--- src/rtl/sram_arbiter_if.sv ---
// Bus bundle between the two requesters, the arbiter and the unified single-port SRAM.
// Handshake: a request is accepted in any cycle where req && ready; ready is combinational
// and at most one of inst_ready/data_ready is high. Read data arrives with rvalid one cycle
// after acceptance, and rvalid has no backpressure.
interface sram_arbiter_if #(
  parameter int ADDR_W = 32,
  parameter int DATA_W = 32
);
  logic              inst_req;
  logic [ADDR_W-1:0] inst_addr;
  logic              inst_ready;
  logic              inst_rvalid;
  logic [DATA_W-1:0] inst_rdata;

  logic              data_req;
  logic [3:0]        data_wen;
  logic [ADDR_W-1:0] data_addr;
  logic [DATA_W-1:0] data_wdata;
  logic              data_ready;
  logic              data_rvalid;
  logic [DATA_W-1:0] data_rdata;

  logic              mem_en;
  logic [3:0]        mem_wen;
  logic [ADDR_W-1:0] mem_addr;
  logic [DATA_W-1:0] mem_wdata;
  logic [DATA_W-1:0] mem_rdata;

  modport slave (
    input  inst_req, inst_addr,
    output inst_ready, inst_rvalid, inst_rdata,
    input  data_req, data_wen, data_addr, data_wdata,
    output data_ready, data_rvalid, data_rdata,
    output mem_en, mem_wen, mem_addr, mem_wdata,
    input  mem_rdata
  );

  modport master (
    output inst_req, inst_addr,
    input  inst_ready, inst_rvalid, inst_rdata,
    output data_req, data_wen, data_addr, data_wdata,
    input  data_ready, data_rvalid, data_rdata,
    input  mem_en, mem_wen, mem_addr, mem_wdata,
    output mem_rdata
  );
endinterface

--- src/rtl/sram_arbiter.sv ---
// Data-priority arbiter sharing one single-port SRAM between instruction fetch and data access.
// Optional perf counters are enabled with `define SRAM_ARB_PERF_EN.
module sram_arbiter #(
  parameter int ADDR_W       = 32,
  parameter int DATA_W       = 32,
  parameter int STARVE_LIMIT = 4
) (
  input  logic          clk,
  input  logic          resetn,
  sram_arbiter_if.slave bus,
  output logic [1:0]    dbg_resp_state_o
`ifdef SRAM_ARB_PERF_EN
  ,
  output logic [31:0]   perf_inst_stall,
  output logic [31:0]   perf_data_grant
`endif
);

  typedef enum logic [1:0] {
    RESP_NONE    = 2'd0,
    RESP_INST_RD = 2'd1,
    RESP_DATA_RD = 2'd2
  } resp_state_e;

  localparam logic [3:0] LIMIT = 4'(STARVE_LIMIT);

  resp_state_e       resp_state_q, resp_state_d;
  logic [3:0]        starve_cnt_q, starve_cnt_d;
  logic              limit_hit;
  logic              grant_inst;
  logic              grant_data;
  logic [ADDR_W-1:0] mem_addr_w;
  logic [DATA_W-1:0] rdata_w;

  // Grants are gated by resetn so nothing reaches the SRAM while reset is held.
  always_comb begin
    limit_hit  = bus.inst_req && (starve_cnt_q == LIMIT);
    grant_data = resetn && bus.data_req && !limit_hit;
    grant_inst = resetn && bus.inst_req && !grant_data;

    resp_state_d = RESP_NONE;
    if (grant_inst) begin
      resp_state_d = RESP_INST_RD;
    end else if (grant_data && (bus.data_wen == 4'b0000)) begin
      resp_state_d = RESP_DATA_RD;
    end

    starve_cnt_d = starve_cnt_q;
    if (!bus.inst_req || grant_inst) begin
      starve_cnt_d = 4'd0;
    end else if (grant_data && (starve_cnt_q < LIMIT)) begin
      starve_cnt_d = starve_cnt_q + 4'd1;
    end

    mem_addr_w = grant_data ? bus.data_addr : bus.inst_addr;
    rdata_w    = bus.mem_rdata;
  end

  always_ff @(posedge clk or negedge resetn) begin
    if (!resetn) begin
      resp_state_q <= RESP_NONE;
      starve_cnt_q <= 4'd0;
    end else begin
      resp_state_q <= resp_state_d;
      starve_cnt_q <= starve_cnt_d;
    end
  end

  assign bus.inst_ready  = grant_inst;
  assign bus.data_ready  = grant_data;
  assign bus.mem_en      = grant_inst || grant_data;
  assign bus.mem_wen     = grant_data ? bus.data_wen : 4'b0000;
  assign bus.mem_addr    = mem_addr_w;
  assign bus.mem_wdata   = bus.data_wdata;

  assign bus.inst_rvalid = (resp_state_q == RESP_INST_RD);
  assign bus.data_rvalid = (resp_state_q == RESP_DATA_RD);
  assign bus.inst_rdata  = rdata_w;
  assign bus.data_rdata  = rdata_w;

  assign dbg_resp_state_o = resp_state_q;

`ifdef SRAM_ARB_PERF_EN
  always_ff @(posedge clk or negedge resetn) begin
    if (!resetn) begin
      perf_inst_stall <= 32'd0;
      perf_data_grant <= 32'd0;
    end else begin
      if (bus.inst_req && !grant_inst) perf_inst_stall <= perf_inst_stall + 32'd1;
      if (grant_data)                  perf_data_grant <= perf_data_grant + 32'd1;
    end
  end
`endif

endmodule

--- src/flat_wrapper.sv ---
// flat-port wrapper written by rule: the top's interface ports become plain ports
module sram_arbiter_flat 
#(
  parameter int ADDR_W       = 32,
  parameter int DATA_W       = 32,
  parameter int STARVE_LIMIT = 4
)
  (clk, resetn, dbg_resp_state_o, bus_inst_req, bus_inst_addr, bus_inst_ready, bus_inst_rvalid, bus_inst_rdata, bus_data_req, bus_data_wen, bus_data_addr, bus_data_wdata, bus_data_ready, bus_data_rvalid, bus_data_rdata, bus_mem_en, bus_mem_wen, bus_mem_addr, bus_mem_wdata, bus_mem_rdata);
  sram_arbiter_if #(.ADDR_W(ADDR_W), .DATA_W(DATA_W)) bus_i ();
  input  logic clk;
  input  logic resetn;
  output logic [1:0] dbg_resp_state_o;
  input wire logic [$bits(bus_i.inst_req)-1:0] bus_inst_req;
  input wire logic [$bits(bus_i.inst_addr)-1:0] bus_inst_addr;
  output wire logic [$bits(bus_i.inst_ready)-1:0] bus_inst_ready;
  output wire logic [$bits(bus_i.inst_rvalid)-1:0] bus_inst_rvalid;
  output wire logic [$bits(bus_i.inst_rdata)-1:0] bus_inst_rdata;
  input wire logic [$bits(bus_i.data_req)-1:0] bus_data_req;
  input wire logic [$bits(bus_i.data_wen)-1:0] bus_data_wen;
  input wire logic [$bits(bus_i.data_addr)-1:0] bus_data_addr;
  input wire logic [$bits(bus_i.data_wdata)-1:0] bus_data_wdata;
  output wire logic [$bits(bus_i.data_ready)-1:0] bus_data_ready;
  output wire logic [$bits(bus_i.data_rvalid)-1:0] bus_data_rvalid;
  output wire logic [$bits(bus_i.data_rdata)-1:0] bus_data_rdata;
  output wire logic [$bits(bus_i.mem_en)-1:0] bus_mem_en;
  output wire logic [$bits(bus_i.mem_wen)-1:0] bus_mem_wen;
  output wire logic [$bits(bus_i.mem_addr)-1:0] bus_mem_addr;
  output wire logic [$bits(bus_i.mem_wdata)-1:0] bus_mem_wdata;
  input wire logic [$bits(bus_i.mem_rdata)-1:0] bus_mem_rdata;
  assign bus_i.inst_req = bus_inst_req;
  assign bus_i.inst_addr = bus_inst_addr;
  assign bus_inst_ready = bus_i.inst_ready;
  assign bus_inst_rvalid = bus_i.inst_rvalid;
  assign bus_inst_rdata = bus_i.inst_rdata;
  assign bus_i.data_req = bus_data_req;
  assign bus_i.data_wen = bus_data_wen;
  assign bus_i.data_addr = bus_data_addr;
  assign bus_i.data_wdata = bus_data_wdata;
  assign bus_data_ready = bus_i.data_ready;
  assign bus_data_rvalid = bus_i.data_rvalid;
  assign bus_data_rdata = bus_i.data_rdata;
  assign bus_mem_en = bus_i.mem_en;
  assign bus_mem_wen = bus_i.mem_wen;
  assign bus_mem_addr = bus_i.mem_addr;
  assign bus_mem_wdata = bus_i.mem_wdata;
  assign bus_i.mem_rdata = bus_mem_rdata;
  sram_arbiter #(.ADDR_W(ADDR_W), .DATA_W(DATA_W), .STARVE_LIMIT(STARVE_LIMIT)) u_core (.clk(clk), .resetn(resetn), .bus(bus_i), .dbg_resp_state_o(dbg_resp_state_o));
endmodule
--- config.mk ---
export PLATFORM = sky130hd
export DESIGN_NAME = sram_arbiter_flat
export DESIGN_NICKNAME = d
export VERILOG_FILES = /design/src/rtl/sram_arbiter_if.sv /design/src/rtl/sram_arbiter.sv /design/src/flat_wrapper.sv
export SDC_FILE = /design/constraint.sdc
export NUM_CORES = 1
export LEC_CHECK = 0
export CAP_MARGIN = 30
export CORE_AREA = 2 2 105 107
export DETAILED_ROUTE_END_ITERATION = 6
export DIE_AREA = 0 0 107 109
export GPL_TIMING_DRIVEN = 1
export SLEW_MARGIN = 10
export SYNTH_ARGS = -nofsm -noshare
export SYNTH_HDL_FRONTEND = slang
export SYNTH_SLANG_ARGS = --single-unit
--- constraint.sdc ---
create_clock -name clk -period 2.12 [get_ports clk]
set_clock_uncertainty 0.2 [all_clocks]
set_input_delay 0.424 -clock clk [delete_from_list [all_inputs] [get_ports clk]]
set_output_delay 0.424 -clock clk [all_outputs]
set_load 0.02 [all_outputs]
# Word-level counts from Yosys, hierarchy flattened
# Index checks and enable logic that the tools add are counted.
dict set report word_totals {
  register_bits 6
  input_bits 136
  output_inout_bits 139
  word_cells 27
}
dict set report op_classes {
  n_reduce_logical 14
  n_addsub 1
  magnitude_cmp 1
  muxes 6
  eq_ne 3
}
# op n
set op_table {}
lappend op_table {{2-to-1 mux 32 bit} 1}
lappend op_table {{2-to-1 mux 4 bit} 3}
lappend op_table {{logical AND 1 bit} 7}
lappend op_table {{adder 4 x 1 -> 4 bit, second input constant} 1}
lappend op_table {{== test 4 x 3 -> 1 bit, second input constant} 1}
lappend op_table {{logical NOT 4 bit} 1}
lappend op_table {{less-than comparator 4 x 3 -> 1 bit, second input constant} 1}
lappend op_table {{2-to-1 mux 2 bit} 2}
lappend op_table {{logical NOT 1 bit} 3}
lappend op_table {{== test 2 x 1 -> 1 bit, second input constant} 1}
lappend op_table {{== test 2 bit, second input constant} 1}
lappend op_table {{logical OR 1 bit} 2}
lappend op_table {{nonzero test 2 bit} 1}

# Longest topological paths before layout
# Gate-level depths: netlist of run 1.
dict set report logic_depth {
  ltp_word 8
  depth_mapped 6
  ltp_nobuf 5
}

# Worst setup path before layout of run 1
# No wires, ideal clock.
dict set report synth_timing {
  path_kind {reg-to-output}
  startpoint {reg u_core.starve_cnt_q[0]}
  endpoint {out bus_mem_addr[0]}
  t_required_ns 1.496
  path_stages_with_launch 7
  arrival_ns 1.432
  setup_slack_ns 0.064
  path_buffers 1
  path_cell_list {dfrtp_1 > inv_1 > ha_1 > nand2b_1 > o211a_4 > buf_6 > mux2_4}
}
dict set report synth_via {
  elab_chain_cells 5
}
# element line_no
set synth_rtl {}
lappend synth_rtl {{start: declaration} sram_arbiter.sv:28} ;# logic [3:0] starve_cnt_q, starve_cnt_d;
lappend synth_rtl {{start signal: assignment} sram_arbiter.sv:65} ;# starve_cnt_q <= starve_cnt_d;
lappend synth_rtl {{== test 4 x 3 -> 1 bit} sram_arbiter.sv:37} ;# limit_hit = bus.inst_req && (starve_cnt_q == LIMIT);
lappend synth_rtl {{logical AND 1 bit} sram_arbiter.sv:37}
lappend synth_rtl {{logical NOT 1 bit} sram_arbiter.sv:38} ;# grant_data = resetn && bus.data_req && !limit_hit;
lappend synth_rtl {{logical AND 1 bit} sram_arbiter.sv:38}
lappend synth_rtl {{2-to-1 mux 32 bit} sram_arbiter.sv:55} ;# mem_addr_w = grant_data ? bus.data_addr : bus.inst_addr;
lappend synth_rtl {{end: declaration} flat_wrapper.sv:27} ;# output wire logic [$bits(bus_i.mem_addr)-1:0] bus_mem_addr;
# No other way between the ends.

# Worst setup path after layout of run 1
dict set report layout_timing {
  startpoint {reg u_core.starve_cnt_q[1]}
  endpoint {out bus_mem_addr[30]}
}
# Same word-level chain as after synthesis.

==> results_dict.tcl, run 1 <==
set metrics [dict create \
    tritoncts_num_sinks 6 \
    fin_crit_sh_pct 116 \
    worst_slew_pin_slew_ns 0.380 \
    remaining_drc_errors 0 \
    place_area_sq_mm 0.00228 \
    period_minus_slack_ns 2.47 \
    clk_root_buffer_cell "sky130_fd_sc_hd__clkbuf_8" \
    fin_worst_setup_slack_ns -0.346 \
    cap_violations 0 \
    yosys_warnings 0 \
    slew_viol_final 0 \
    slowest_stage_cell_crit_path "sky130_fd_sc_hd__dfrtp_1" \
    cp_cell_sequence "inv_2, ha_4, nand2b_4, o211a_4, buf_16, mux2_4, buf_2" \
    grt_pass1_wl_mm 6.75 \
    number_of_global_route_vias_before_repair 1259 \
    critical_path_class "reg -> out" \
    clock_latency_ns 0.22 \
    detailedPlace.worstSlack_ns -0.814 \
    antenna_cells 0 \
    portBuffers 114 \
    synth.lib_cells_used.distinct 21 \
    power-per-cell-area_mw_per_mm2 322 \
    max_frequency_mhz 406 \
    timing.critical_path.buf_inv 3 \
    detailed_route_wire_length_per_cell_um 14.5 \
    cp.arrival_ns 1.84 \
    ctsLongestPathBuffers 2 \
    r2r_slack_ns 0.36 \
    grt.overflow.total 0 \
    antenna_found_initial 0 \
    post_synth.cell_area_avg_sq_um 9.44 \
    worst_slew_margin_rel_pct 74.3 \
    die-area_sq_mm 0.0117 \
    synth.net_count 308 \
    most_frequent_standard_cell_in_the_layout_excluding_fill_and_tap_cells "sky130_fd_sc_hd__clkdlybuf4s50_1" \
    area.growth.synth_to_final_pct 55.7 \
    die_height_um 109 \
    post_cts_hold_buffer_count 0 \
    mappedNetlistArea_sq_mm 0.00161 \
    failing_checks "setup timing" \
    grt_util_all_layers_pct 7.58 \
    placeable_core_area_sq_mm 0.0106 \
    cts.reportedPaths.clkPinSlew_ns 0.03 \
    grt_max_degree 12 \
    required_ns 1.50 \
    critPathMaxStageDelay_ns 0.38 \
    synth-seq-area-share_pct 9.35 \
    crit_family "buffers and inverters" \
    cp-end-kind "output port" \
    worstHoldPathType "in -> async" \
    drt.antenna.violating_nets 0 \
    outcome "finished with violations" \
    power_leakage_nw 1.11 \
    most_frequent_cells_in_the_layout "sky130_fd_sc_hd__clkdlybuf4s50_1, sky130_fd_sc_hd__buf_6, sky130_fd_sc_hd__mux2_4" \
    boundaryPins 275 \
    design_power_total_mw 0.804 \
    tritoncts.num_buffers 3 \
    cts_tree "yes" \
    setup_repair_after_global_routing_missed_its_margin "true" \
    cts_htree_levels 1 \
    vias 1211 \
    postLayoutCellArea_sq_mm 0.00250 \
    post-dp-hpwl_mm 4.20 \
    num-nets-final 350 \
    place.gp.congestion 0.734 \
    ir_drop_mv 0.191 \
    number_of_setup_violations_in_the_final_report 38 \
    drt_pre_antenna_iters 4 \
    worst-path-max-fanout 9 \
    layout-drive-gt1-share_pct 49.5 \
    dieWidth_um 107 \
    syn-instance-count 170 \
    drt_iter0_drc 34 \
    row_count 38 \
    critPathLaunchType "flip-flop" \
    final.setup.tns_ns -11.37 \
    floorplan.initialDensity_pct 15.1 \
    wl_mm 5.09 \
    vias_per_cell 3.46 \
    finalHoldViolCount 0 \
    ys_seq_elements 6 \
]
-- synthesized netlist by cell type, drive strengths merged --
library cell	n	area share [%]
a21oi	1	0.31
and2	5	1.9
and3	1	0.39
and3b	1	0.55
buf	100	48
dfrtp	6	9.4
ha	2	1.6
inv	3	0.70
mux2	32	30
nand2	2	0.47
nand2b	2	0.78
nand4	2	0.78
nor2	3	0.70
nor2b	3	1.2
nor3b	1	0.47
nor4	1	0.39
o211a	1	1.1
o21ai	2	0.62
o2bb2ai	1	0.55
o311ai	1	0.55
-- logic make-up (layout without fill, tap and decap cells) --
group | count (synthesis) | in the layout | synth area share (%)
adders and majority gates | 2 | 2 | 1.56
DFF | 6 | 6 | 9.35
and+or+nand+nor | 21 | 21 | 7.64
AOI/OAI and AO/OA | 6 | 6 | 3.12
buffers and inverters | 103 | 143 | 48.4
muxes | 32 | 32 | 29.9
-- power by group --
part	internal (mW)	total (mW)	switching (mW)
sequential	0.118	0.120	0.00175
clock	0.122	0.167	0.0457
combinational	0.329	0.517	0.188
-- registers in the layout, summed over array words and instances (netlist names) --
| signal | flops |
|---|---|
| u_core.dbg_resp_state_o | 2 |
| u_core.starve_cnt_q | 4 |
-- per-stage QoR --
| step | hold slack, ns | std cells | utilization [%] |
|---|---|---|---|
| final | 0.0987 | 350 | 23.6 |
| after global routing | 0.113 | 350 | 23.6 |
| after CTS | 0.106 | 346 | 22.7 |
| after detailed placement | 0.376 | 339 | 21.5 |
| after global placement | 0.359 | 339 | 21.5 |
| after floorplan | -0.0716 | 170 | - |
-- what timing repair did --
| item | in CTS | in global routing |
|---|---|---|
| cloned | 2 | 0 |
| setup buffers | 2 | 4 |
| pin swaps | 2 | 0 |
| setup endpoints to repair | 39 | 38 |
| gates resized for setup | 210 | 33 |
-- layer usage --
layer / part of all wire (%) / track usage (%) / wire, um
met1: 29 / 6.60 / 1490
met3: 10 / 3.59 / 517
met5: 0 / 0 / 0
met2: 59 / 15.2 / 2990
met4: 1.8 / 2.23 / 94
-- final cells by class --
class                   count  area (sq um)
clock buffers               3          41.3
fillers                  1150          8100
flip-flops and latches      6           150
well taps                 140           175
multi-input cells          61           711
inverters                   3          11.3
repair buffers            137          1410
-- worst paths after layout --
check | start | endpoint | cells past startpoint
max in group asynchronous | resetn | u_core.starve_cnt_q[3]$_DFFE_PN0P_ | 2
min in group clk | u_core.starve_cnt_q[0]$_DFFE_PN0P_ | u_core.starve_cnt_q[0]$_DFFE_PN0P_ | 3
setup reg to reg | u_core.starve_cnt_q[1]$_DFFE_PN0P_ | u_core.dbg_resp_state_o[0]$_DFF_PN0_ | 8
hold / removal | resetn | u_core.starve_cnt_q[2]$_DFFE_PN0P_ | 2
setup / recovery | u_core.starve_cnt_q[1]$_DFFE_PN0P_ | bus_mem_addr[30] | 7
hold reg to reg | u_core.starve_cnt_q[0]$_DFFE_PN0P_ | u_core.starve_cnt_q[0]$_DFFE_PN0P_ | 3
Note: power is estimated with default switching activity, not from simulation.
==> run 2: changes to the inputs <==
- CORE_AREA: 2 2 105 107 -> 2 2 107 109
- DIE_AREA: 0 0 107 109 -> 0 0 109 111
- DONT_BUFFER_PORTS: unset -> 1
==> results_dict.tcl, run 2 (synthesized netlist as in run 1, its figures left out) <==
set metrics [dict create \
    most_frequent_standard_cell_in_the_layout_excluding_fill_and_tap_cells "sky130_fd_sc_hd__mux2_4" \
    grt.overflow.total 0 \
    failing_checks "setup timing" \
    outcome "finished with violations" \
    wl_mm 3.88 \
    ctsLongestPathBuffers 2 \
    cap_violations 0 \
    worst_slew_pin_slew_ns 0.405 \
    row_count 39 \
    drt.antenna.violating_nets 0 \
    p_clk_share_pct 45.0 \
    critPathMaxStageDelay_ns 0.39 \
    boundaryPins 275 \
    portBuffers 0 \
    dieWidth_um 109 \
    worst_slew_margin_rel_pct 72.6 \
    grt_max_degree 11 \
    hold_path_depth 2 \
    required_ns 1.50 \
    cts_htree_levels 1 \
    worst_r2r_startpoint "u_core.starve_cnt_q[0]$_DFFE_PN0P_" \
    number_of_global_route_vias_before_repair 810 \
    cp.arrival_ns 1.75 \
    tritoncts.num_buffers 3 \
    min_to "u_core.starve_cnt_q[1]$_DFFE_PN0P_" \
    vias 718 \
    slowest_stage_cell_crit_path "sky130_fd_sc_hd__dfrtp_1" \
    clock_latency_ns 0.23 \
    antenna_found_initial 0 \
    cp_cell_sequence "inv_2, ha_4, nand2b_4, o211a_4, buf_12, mux2_4" \
    die_height_um 111 \
    power_leakage_nw 0.547 \
    drt_iter0_drc 15 \
    place.gp.congestion 0.584 \
    largest_reg_flops 4 \
    r2r_end "u_core.dbg_resp_state_o[0]$_DFF_PN0_" \
    grt_util_all_layers_pct 5.71 \
    worstHoldPathType "in -> reg" \
    place_area_sq_mm 0.00107 \
    postLayoutCellArea_sq_mm 0.00131 \
    setup_repair_after_global_routing_missed_its_margin "true" \
    floorplan.initialDensity_pct 14.5 \
    final.setup.tns_ns -8.23 \
    remaining_drc_errors 0 \
    fin_crit_sh_pct 112 \
    grt_pass1_wl_mm 4.99 \
    power.share.switching_pct 29.3 \
    num-nets-final 225 \
    finalHoldViolCount 0 \
    ff2ff_path_depth 7 \
    p_switching_mw 0.199 \
    design_power_total_mw 0.680 \
    post-dp-hpwl_mm 3.07 \
    vias_per_cell 3.15 \
    critPathLaunchType "flip-flop" \
    max_frequency_mhz 421 \
    ir_drop_mv 0.264 \
    detailedPlace.worstSlack_ns -0.0337 \
    layout-drive-gt1-share_pct 65.9 \
    internal-power_mw 0.481 \
    most_frequent_cells_in_the_layout "sky130_fd_sc_hd__mux2_4, sky130_fd_sc_hd__dfrtp_1, sky130_fd_sc_hd__buf_4" \
    power_frac_seq_pct 17.9 \
    detailed_route_wire_length_per_cell_um 17.0 \
    slew_viol_final 0 \
    area.growth.synth_to_final_pct -18.7 \
    r2r_slack_ns 0.44 \
    max_flop_register "u_core.starve_cnt_q" \
    fin_worst_setup_slack_ns -0.253 \
    clk_root_buffer_cell "sky130_fd_sc_hd__clkbuf_16" \
    antenna_cells 0 \
    power-per-cell-area_mw_per_mm2 521 \
    worstHoldStart "bus_inst_req" \
    period_minus_slack_ns 2.37 \
    cp-end-kind "output port" \
    drt_pre_antenna_iters 4 \
    tritoncts_num_sinks 6 \
    number_of_setup_violations_in_the_final_report 37 \
    die-area_sq_mm 0.0121 \
    cts.reportedPaths.clkPinSlew_ns 0.03 \
    timing.hold.ws_ns 0.161 \
    comb_power_share_pct 37.2 \
    worst-path-max-fanout 7 \
    placeable_core_area_sq_mm 0.0111 \
    critical_path_class "reg -> out" \
    cts_tree "yes" \
]
run 2: cell types whose count changed in the layout (fill, tap and decap cells not counted), sizes merged:
cell,previous run,this run
dlygate4sd2,4,0
buf,61,11
clkdlybuf4s50,72,0
dlygate4sd3,0,1
run 2: final cells by class:
cell class	count	area, sq um
Clock buffer	3	75.1
Tap cell	143	179
Sequential cell	6	150
Fill cell	1254	9770
Multi-Input combinational cell	61	709
Inverter	3	11.3
Timing Repair Buffer	12	180
run 2: how the worst max path moves through the flow:
stage	cells past startpoint	slack (ns)	startpoint	end
floorplan	6	0.06	u_core.starve_cnt_q[0]$_DFFE_PN0P_	bus_mem_addr[0]
global placement	6	-0.004	u_core.starve_cnt_q[1]$_DFFE_PN0P_	bus_mem_addr[19]
CTS	6	-0.24	u_core.starve_cnt_q[0]$_DFFE_PN0P_	bus_mem_addr[19]
finish	6	-0.25	u_core.starve_cnt_q[0]$_DFFE_PN0P_	bus_mem_addr[20]
global route	6	-0.30	u_core.starve_cnt_q[0]$_DFFE_PN0P_	bus_mem_addr[19]
detailed placement	6	-0.03	u_core.starve_cnt_q[0]$_DFFE_PN0P_	bus_mem_addr[19]
run 2: through the flow:
step                      util (%)  cells
after floorplan                  -    170
after global routing          11.8    228
after detailed placement      9.65    218
final                         11.8    228
after global placement        9.65    218
after CTS                     11.7    227
run 2: worst max-delay path: cells and delay by family (launching register included):
family                     cells  cell delay (ns)
DFF                            1             0.39
muxes                          1             0.34
AOI/OAI and AO/OA              1             0.31
buffers and inverters          2             0.27
adders and majority gates      1             0.15
and+or+nand+nor                1             0.05
run 2: repair_timing:
item,4_1_cts,5_1_grt
hold endpoints to repair,6,0
gates resized for setup,20,0
buffers inserted,2,1
hold buffers,1,0
cloned,3,0
endpoints found under the setup margin,37,37
pin swaps,1,0
run 2: power groups by stage:
stage | logic [mW] | clock network (mW) | registers (mW)
2_1_floorplan | 0.462 | 0 | 0.122
3_3_place_gp | 0.213 | 0 | 0.122
3_5_place_dp | 0.214 | 0 | 0.123
4_1_cts | 0.254 | 0.309 | 0.121
5_1_grt | 0.264 | 0.321 | 0.122
6_report | 0.253 | 0.306 | 0.121
run 2: routing by layer:
layer | track usage (%) | vias to the layer above | share of wire (%)
met5 | 0 | - | 0
met4 | 3.59 | 0 | 3.7
met3 | 2.47 | 19 | 12
met2 | 8.70 | 80 | 49
met1 | 6.46 | 325 | 35
li1 | - | 294 | -
==> run 3: changes to the inputs <==
- CORE_AREA: 2 2 107 109 -> 2 2 106 108
- DIE_AREA: 0 0 109 111 -> 0 0 108 110
- SLEW_MARGIN: 10 -> unset
==> results_dict.tcl, run 3 (synthesized netlist as in run 1, its figures left out) <==
set metrics [dict create \
    grt.overflow.total 0 \
    remaining_drc_errors 0 \
    antenna_cells 0 \
    num-nets-final 229 \
    cp.arrival_ns 1.75 \
    die-area_sq_mm 0.0119 \
    worst_slew_margin_rel_pct 69.2 \
    most_frequent_cells_in_the_layout "sky130_fd_sc_hd__mux2_4, sky130_fd_sc_hd__buf_4, sky130_fd_sc_hd__dfrtp_1" \
    placeable_core_area_sq_mm 0.0107 \
    cp_cell_sequence "inv_2, ha_4, nand2b_4, o211a_4, buf_12, mux2_4" \
    critical_path_class "reg -> out" \
    largest_reg_flops 4 \
    p_switching_mw 0.195 \
    detailedPlace.worstSlack_ns -0.0627 \
    max_flop_register "u_core.starve_cnt_q" \
    failing_checks "setup timing" \
    power_frac_seq_pct 21.7 \
    finalHoldViolCount 0 \
    floorplan.initialDensity_pct 15.0 \
    period_minus_slack_ns 2.38 \
    cap_violations 0 \
    portBuffers 0 \
    critPathMaxStageDelay_ns 0.39 \
    grt_util_all_layers_pct 5.79 \
    drt.antenna.violating_nets 0 \
    comb_power_share_pct 45.9 \
    number_of_global_route_vias_before_repair 750 \
    antenna_found_initial 0 \
    wl_mm 4.11 \
    setup_repair_after_global_routing_missed_its_margin "true" \
    ir_drop_mv 0.134 \
    worst_slew_pin_slew_ns 0.456 \
    detailed_route_wire_length_per_cell_um 17.9 \
    cts_tree "yes" \
    worstHoldPathType "in -> reg" \
    vias_per_cell 3.42 \
    clock_latency_ns 0.23 \
    drt_iter0_drc 24 \
    slew_viol_final 0 \
    clk_root_buffer_cell "sky130_fd_sc_hd__clkbuf_8" \
    die_height_um 110 \
    max_frequency_mhz 421 \
    cp-end-kind "output port" \
    grt_max_degree 13 \
    row_count 38 \
    design_power_total_mw 0.558 \
    outcome "finished with violations" \
    required_ns 1.50 \
    final.setup.tns_ns -8.36 \
    num-fill-cells 1212 \
    tritoncts.num_buffers 3 \
    internal-power_mw 0.363 \
    layout-drive-gt1-share_pct 67.4 \
    cts_htree_levels 1 \
    worst-path-max-fanout 12 \
    tritoncts_num_sinks 6 \
    fin_crit_sh_pct 112 \
    p_clk_share_pct 32.3 \
    slowest_stage_cell_crit_path "sky130_fd_sc_hd__dfrtp_1" \
    fin_worst_setup_slack_ns -0.258 \
    power_leakage_nw 0.543 \
    ctsLongestPathBuffers 2 \
    post-dp-hpwl_mm 3.20 \
    vias 783 \
    dieWidth_um 108 \
    place.gp.congestion 0.642 \
    area.growth.synth_to_final_pct -19.7 \
    cts.reportedPaths.clkPinSlew_ns 0.04 \
    drt_pre_antenna_iters 3 \
    power.share.switching_pct 34.9 \
    number_of_setup_violations_in_the_final_report 38 \
    boundaryPins 275 \
    grt_pass1_wl_mm 4.92 \
    critPathLaunchType "flip-flop" \
    power-per-cell-area_mw_per_mm2 433 \
    most_frequent_standard_cell_in_the_layout_excluding_fill_and_tap_cells "sky130_fd_sc_hd__mux2_4" \
]
run 3: cell types whose count changed in the layout (fill, tap and decap cells not counted):
cell                        change
sky130_fd_sc_hd__clkbuf_8       +3
sky130_fd_sc_hd__nor2_4         +1
sky130_fd_sc_hd__and2_4         -2
sky130_fd_sc_hd__buf_8          -1
sky130_fd_sc_hd__buf_12         +1
sky130_fd_sc_hd__buf_4          +4
sky130_fd_sc_hd__clkbuf_16      -3
sky130_fd_sc_hd__nor2_2         -1
sky130_fd_sc_hd__buf_6          +1
sky130_fd_sc_hd__buf_16         -1
sky130_fd_sc_hd__and2_2         +2
run 3: worst max-delay path, delay by kind of cell, from the launching register on:
family                     cells  cell delay, ns
DFF                            1            0.39
and+or+nand+nor                1            0.06
adders and majority gates      1            0.15
AOI/OAI and AO/OA              1            0.30
buffers and inverters          2            0.26
muxes                          1            0.34
run 3: worst paths after layout:
kind,from,end,slack [ns],cells after the start
setup reg to reg,u_core.starve_cnt_q[0]$_DFFE_PN0P_,u_core.dbg_resp_state_o[1]$_DFF_PN0_,0.35,7
setup / recovery,u_core.starve_cnt_q[0]$_DFFE_PN0P_,bus_mem_addr[14],-0.26,6
min in group asynchronous,resetn,u_core.starve_cnt_q[0]$_DFFE_PN0P_,0.34,1
hold reg to reg,u_core.starve_cnt_q[3]$_DFFE_PN0P_,u_core.starve_cnt_q[3]$_DFFE_PN0P_,0.40,1
hold / removal,bus_inst_req,u_core.starve_cnt_q[3]$_DFFE_PN0P_,0.16,1
max in group asynchronous,resetn,u_core.starve_cnt_q[1]$_DFFE_PN0P_,1.13,1
run 3: final cells by class:
type / count / area, sq um / share of cell area (%)
multi-input combinational: 61 / 712 / 55.2
timing repair buffer: 16 / 199 / 15.4
tap: 140 / 175 / 13.6
sequential: 6 / 150 / 11.7
clock buffer: 3 / 41.3 / 3.20
inverter: 3 / 11.3 / 0.874
run 3: what timing repair did:
item                       CTS  global route
gates cloned                 2             0
setup buffers                6             2
hold endpoints to repair     6             0
gates resized for setup     11             6
setup endpoints to repair   38            38
pin swaps                    1             1
hold buffers                 1             0
run 3: power groups by stage:
stage	clock (mW)	combinational (mW)	sequential, mW
6_report	0.180	0.256	0.121
3_5_place_dp	0	0.219	0.122
2_1_floorplan	0	0.462	0.122
5_1_grt	0.202	0.271	0.122
3_3_place_gp	0	0.216	0.122
4_1_cts	0.190	0.252	0.121
run 3: metal layers:
metal  global-route usage (%)  wire [um]  up-vias
li1                         -          -      301
met1                     5.55       1230      359
met2                     10.3       2180      100
met3                     2.82        576       23
met4                     2.93        117        0
met5                        0          0        -
run 3: metrics by stage:
step | area (sq um) | cells | util (%) | hold WS (ns)
6_report | 1290 | 229 | 12.0 | 0.155
5_1_grt | 1290 | 229 | 12.0 | 0.150
4_1_cts | 1250 | 227 | 11.7 | 0.151
3_5_place_dp | 1080 | 215 | 10.1 | -0.0713
3_3_place_gp | 1080 | 215 | 10.1 | -0.0714
2_1_floorplan | 1610 | 170 | - | -0.0716
